[config.mk]
export PLATFORM = sky130hd
export DESIGN_NAME = br_flow_serializer_reg
export DESIGN_NICKNAME = d
export VERILOG_FILES = /design/src/rtl/br_flow_serializer_reg.sv
export SDC_FILE = /design/constraint.sdc
export NUM_CORES = 1
export LEC_CHECK = 0
export ABC_AREA = 1
export BUFFER_PORTS_ARGS = -buffer_cell sky130_fd_sc_hd__buf_2
export CORE_AREA = 4 4 41 43
export DETAILED_ROUTE_END_ITERATION = 8
export DIE_AREA = 0 0 45 47
export PLACE_DENSITY = 0.41
export SLEW_MARGIN = 20
export SYNTH_ARGS = -nofsm -noshare
export SYNTH_HDL_FRONTEND = slang
export SYNTH_SLANG_ARGS = --single-unit
export TNS_END_PERCENT = 10
[constraint.sdc]
create_clock -name clk -period 1.3 [get_ports clk]
set_clock_uncertainty 0.05 [all_clocks]
set_input_delay 0.065 -clock clk [delete_from_list [all_inputs] [get_ports clk]]
set_output_delay 0.065 -clock clk [all_outputs]
set_load 0.05 [all_outputs]
[src/rtl/br_flow_serializer_reg.sv]
// br_flow_serializer_reg
//
// Splits each wide push flit into SR = PushWidth/PopWidth narrow pop flits.
// One push flit is held at a time in a holding register; its slices are
// presented on the pop side one per accepted pop handshake. A packet's last
// push flit may drop trailing slices via push_last_dont_care_count.
//
// Optional feature macro: BR_FLOW_SERIALIZER_REG_PKT_COUNT_EN
//   When defined, adds output pop_packet_count[15:0]: a saturating count of
//   pop handshakes carrying pop_last=1, cleared by rst.
//
// Ports
//   clk                        clock, all state updates on posedge
//   rst                        synchronous active-high reset
//   push_ready / push_valid    push handshake
//   push_data [PushWidth]      wide flit
//   push_last                  last flit of packet
//   push_last_dont_care_count  trailing slices to drop (0 when !push_last)
//   push_metadata              sideband, replicated on every pop slice
//   pop_ready / pop_valid      pop handshake
//   pop_data [PopWidth]        current slice
//   pop_last                   final slice of a push_last flit
//   pop_metadata               captured sideband
//   pop_packet_count [16]      (macro only) saturating packet counter
module br_flow_serializer_reg #(
    parameter int PushWidth                     = 2,
    parameter int PopWidth                      = 1,
    parameter int MetadataWidth                 = 1,
    parameter int SerializeMostSignificantFirst = 0,
    parameter int RegisterPushReady             = 0,
    localparam int SR  = PushWidth / PopWidth,
    localparam int IdW = (SR > 1) ? $clog2(SR) : 1
) (
    input  logic                     clk,
    input  logic                     rst,
    output logic                     push_ready,
    input  logic                     push_valid,
    input  logic [PushWidth-1:0]     push_data,
    input  logic                     push_last,
    input  logic [IdW-1:0]           push_last_dont_care_count,
    input  logic [MetadataWidth-1:0] push_metadata,
    input  logic                     pop_ready,
    output logic                     pop_valid,
    output logic [PopWidth-1:0]      pop_data,
    output logic                     pop_last,
    output logic [MetadataWidth-1:0] pop_metadata
`ifdef BR_FLOW_SERIALIZER_REG_PKT_COUNT_EN
    ,
    output logic [15:0]              pop_packet_count
`endif
);

    typedef enum logic {
        EMPTY = 1'b0,
        BUSY  = 1'b1
    } state_t;

    state_t state, state_next;
    logic [IdW-1:0] flit_id, flit_id_next;

    // Holding register: data-path only, no reset needed because every
    // output derived from it is qualified by state==BUSY.
    logic [PushWidth-1:0]     held_data;
    logic                     held_last;
    logic [IdW-1:0]           held_dc;
    logic [MetadataWidth-1:0] held_meta;

    logic                     push_hs;
    logic                     pop_hs;
    logic                     final_slice;
    logic [IdW-1:0]           slice_sel;
    logic [SR-1:0][PopWidth-1:0] slices;

    assign push_hs = push_valid && push_ready;
    assign pop_hs  = pop_valid && pop_ready;

    generate
        if (SR == 1) begin : g_single
            // Degenerate case: a plain 1-deep pipeline register.
            logic unused_dc;
            assign unused_dc   = ^held_dc;
            assign final_slice = 1'b1;
            assign slice_sel   = '0;
        end else begin : g_multi
            // Sum wraps at IdW bits; legal dont-care counts keep it in range.
            logic [IdW-1:0] id_sum;
            assign id_sum      = flit_id + held_dc;
            assign final_slice = (id_sum == IdW'(SR - 1));
            if (SerializeMostSignificantFirst != 0) begin : g_msf
                assign slice_sel = IdW'(SR - 1) - flit_id;
            end else begin : g_lsf
                assign slice_sel = flit_id;
            end
        end
    endgenerate

    assign slices       = held_data;
    assign pop_valid    = (state == BUSY);
    assign pop_data     = slices[slice_sel];
    assign pop_last     = pop_valid && held_last && final_slice;
    assign pop_metadata = held_meta;

    // Registered-ready variant only accepts when empty, trading one idle pop
    // cycle per flit for no pop_ready -> push_ready combinational path.
    generate
        if (RegisterPushReady != 0) begin : g_reg_ready
            assign push_ready = (state == EMPTY);
        end else begin : g_comb_ready
            assign push_ready = (state == EMPTY) || (pop_ready && final_slice);
        end
    endgenerate

    always_comb begin
        state_next   = state;
        flit_id_next = flit_id;
        case (state)
            EMPTY: begin
                if (push_hs) state_next = BUSY;
            end
            BUSY: begin
                // A push in the same cycle as the final pop reloads in place.
                if (pop_hs && final_slice) state_next = push_hs ? BUSY : EMPTY;
            end
            default: state_next = EMPTY;
        endcase
        if (pop_hs) flit_id_next = final_slice ? '0 : flit_id + IdW'(1);
    end

    always_ff @(posedge clk) begin
        if (rst) begin
            state   <= EMPTY;
            flit_id <= '0;
        end else begin
            state   <= state_next;
            flit_id <= flit_id_next;
        end
    end

    always_ff @(posedge clk) begin
        if (push_hs) begin
            held_data <= push_data;
            held_last <= push_last;
            held_dc   <= push_last_dont_care_count;
            held_meta <= push_metadata;
        end
    end

`ifdef BR_FLOW_SERIALIZER_REG_PKT_COUNT_EN
    always_ff @(posedge clk) begin
        if (rst) begin
            pop_packet_count <= '0;
        end else if (pop_hs && pop_last && (pop_packet_count != 16'hFFFF)) begin
            pop_packet_count <= pop_packet_count + 16'd1;
        end
    end
`endif

endmodule

==> impl_metrics.ini <==
[run_status]
outcome = finished with violations
violations = setup timing

[sta]
fin_crit_sh_pct = 107
rsz0062_at_grt = true
whs_ps = 38.7
max-slew-margin-rel_pct = 83.5
fin_ws_ps = -86.9
tns_ps = -252
setup_violations = 7
fin_crit_ps = 1390
fmax_mhz = 721
slew_viol_final = 0
hold_viol = 0
worst_pin_slew_ps = 250

[placement]
port_buffers = 13
gp_congestion = 0.626
dp.cells = 57
postPlaceCellArea_um2 = 389

[worst_setup_path]
crit_family = flip-flops
startpoint = held_dc
cpMostUsedCell = nand2_4
r2r-end = held_last
timing.rr.start = held_dc
reg2regPathDepth = 5
cp.arrival_ps = 1270
crit_fanout = 2
cpMaxStageDelayCell = edfxtp_1
reg2reg_slack_ps = -30
crit_chain = inv_2, ha_4, nand2_4, buf_6, nand2_4, buf_8
critPathLaunchType = register
worstSetupPathType = register to primary output
worstSetupEndpointType = primary output
crit_buf_inv = 3
worstPathRequired_ps = 1190
slowest_delay_ps = 340

[min_path]
worstHoldPathCells = 3
min-delay-start = push_valid
hold_end = pop_valid
hold_path_class = primary input to register

[routing]
viasPerCell = 4.00
drt-initial-drc-count = 3
drt_wl_total_um = 698
vias = 276
drc = 0
dr.pass1.iters = 2
post_drt_wl_per_cell_um = 10.1
ant_nets = 0

[yosys]
syn-num-nets = 35
synthCells = 25
synth-seq-cells = 7
syn_area_um2 = 273
synth_cell_type_count = 9
syn_avg_cell_area_um2 = 10.9
yosysWarnings = 0
yosysSeqAreaShare_pct = 69.7

[layout]
diodes = 0
final_common_cell = buf_2
layout_common_cells = 10 x buf_2, 6 x nand2_1, 6 x dlygate4sd3_1, 5 x edfxtp_1, 5 x buf_4
fill_cells = 136
syn_to_final_growth_pct = 99.1
instances_no_fill = 69
final_nets = 65
fin_area_um2 = 543
regArea_um2 = 191
drive_above_1_share_pct = 53.7
multi_input_area_um2 = 95.1

[global_route]
grt_max_degree = 6
overflow = 0
track_usage_pct = 8.13
grt_pass1_wl_um = 1170
antenna_found_initial = 0
grt_pass1_vias = 274

[clock_tree]
cts_buffers = 3
numClockSinks = 7
path_clk_slew_ps = 50
root_buffer = clkbuf_4
h-tree-depth = 1
clock_latency_ps = 250
cts_buffer_depth = 2
cts_tree = built

[floorplanning]
core_area_mm2 = 0.00130
die-area_mm2 = 0.00212
num_rows = 13
die_y_um = 47
die_w_um = 45
initial_core_util_pct = 21.0
ios = 14

[job]
drv_cap = 0

[power]
leakage_nw = 0.262
power.density_mw_per_mm2 = 1140
ir_drop_mv = 0.638
==> metal layers <==
metal / global-route usage (%) / up-vias / wire (um)
li1: - / 137 / -
met4: 3.51 / 0 / 0
met1: 7.93 / 133 / 244
met2: 13.8 / 6 / 417
met5: 0 / - / 0
met3: 4.98 / 0 / 37
==> where the power goes <==
group,total (mW),internal (mW),switching (mW)
combinational,0.157,0.0746,0.0827
clock,0.197,0.117,0.0794
sequential,0.264,0.256,0.00775
==> registers in the layout (all words and copies together) (netlist names) <==
signal	flops
held_data	2
flit_id	1
pop_metadata	1
pop_valid	1
held_last	1
held_dc	1
==> repair_timing <==
| item | CTS | global route |
|---|---|---|
| pin swaps | 1 | 1 |
| resized for setup | 11 | 4 |
| buffers inserted | 0 | 2 |
| hold buffers | 6 | 0 |
| setup endpoints to repair | 7 | 7 |
| hold endpoints to repair | 7 | 0 |
==> worst register-to-register path: stages, from the launching register on <==
cell and delay [ps]:
edfxtp_1 340, inv_2 50, ha_4 280, nand2_4 50
a21oi_1 110, buf_4 160
==> synthesized netlist by cell type, drive strengths merged <==
library cell  n  area share [%]
a21oi         2             3.7
and3          1             2.8
dfxtp         2              15
edfxtp        5              55
ha            1             4.6
inv           4             5.5
nand2         8              11
nor2          2             2.8
==> metrics by stage <==
stage	power [mW]	setup WS [ps]	util (%)
after floorplan	0.331	-114	-
after global placement	0.371	-58.3	29.9
after detailed placement	0.374	-46.3	29.9
after CTS	0.612	-94.7	39.7
after global routing	0.653	-126	41.7
final	0.618	-86.9	41.7
==> final cells by class <==
type / count / area share (%)
Timing Repair Buffer: 25 / 36.2
Multi-Input combinational cell: 14 / 17.5
Tap cell: 15 / 3.46
Inverter: 4 / 2.76
Clock buffer: 4 / 4.84
Sequential cell: 7 / 35.3
==> worst max path at each step <==
stage | end | slack (ps) | depth (start not counted)
final | push_ready | -90 | 6
after global routing | push_ready | -130 | 6
after CTS | push_ready | -90 | 6
after detailed placement | held_data[0] | -50 | 5
after global placement | held_data[1] | -60 | 5
after floorplan | held_data[0] | -110 | 4
==> logic make-up after synthesis <==
logic type      count (synthesis)  synth area share (%)
buf+inv                         4                  5.50
simple gates                   11                  16.5
flops                           7                  69.7
fa+ha+maj                       1                  4.59
compound gates                  2                  3.67
(Power assumes the default switching activity.)
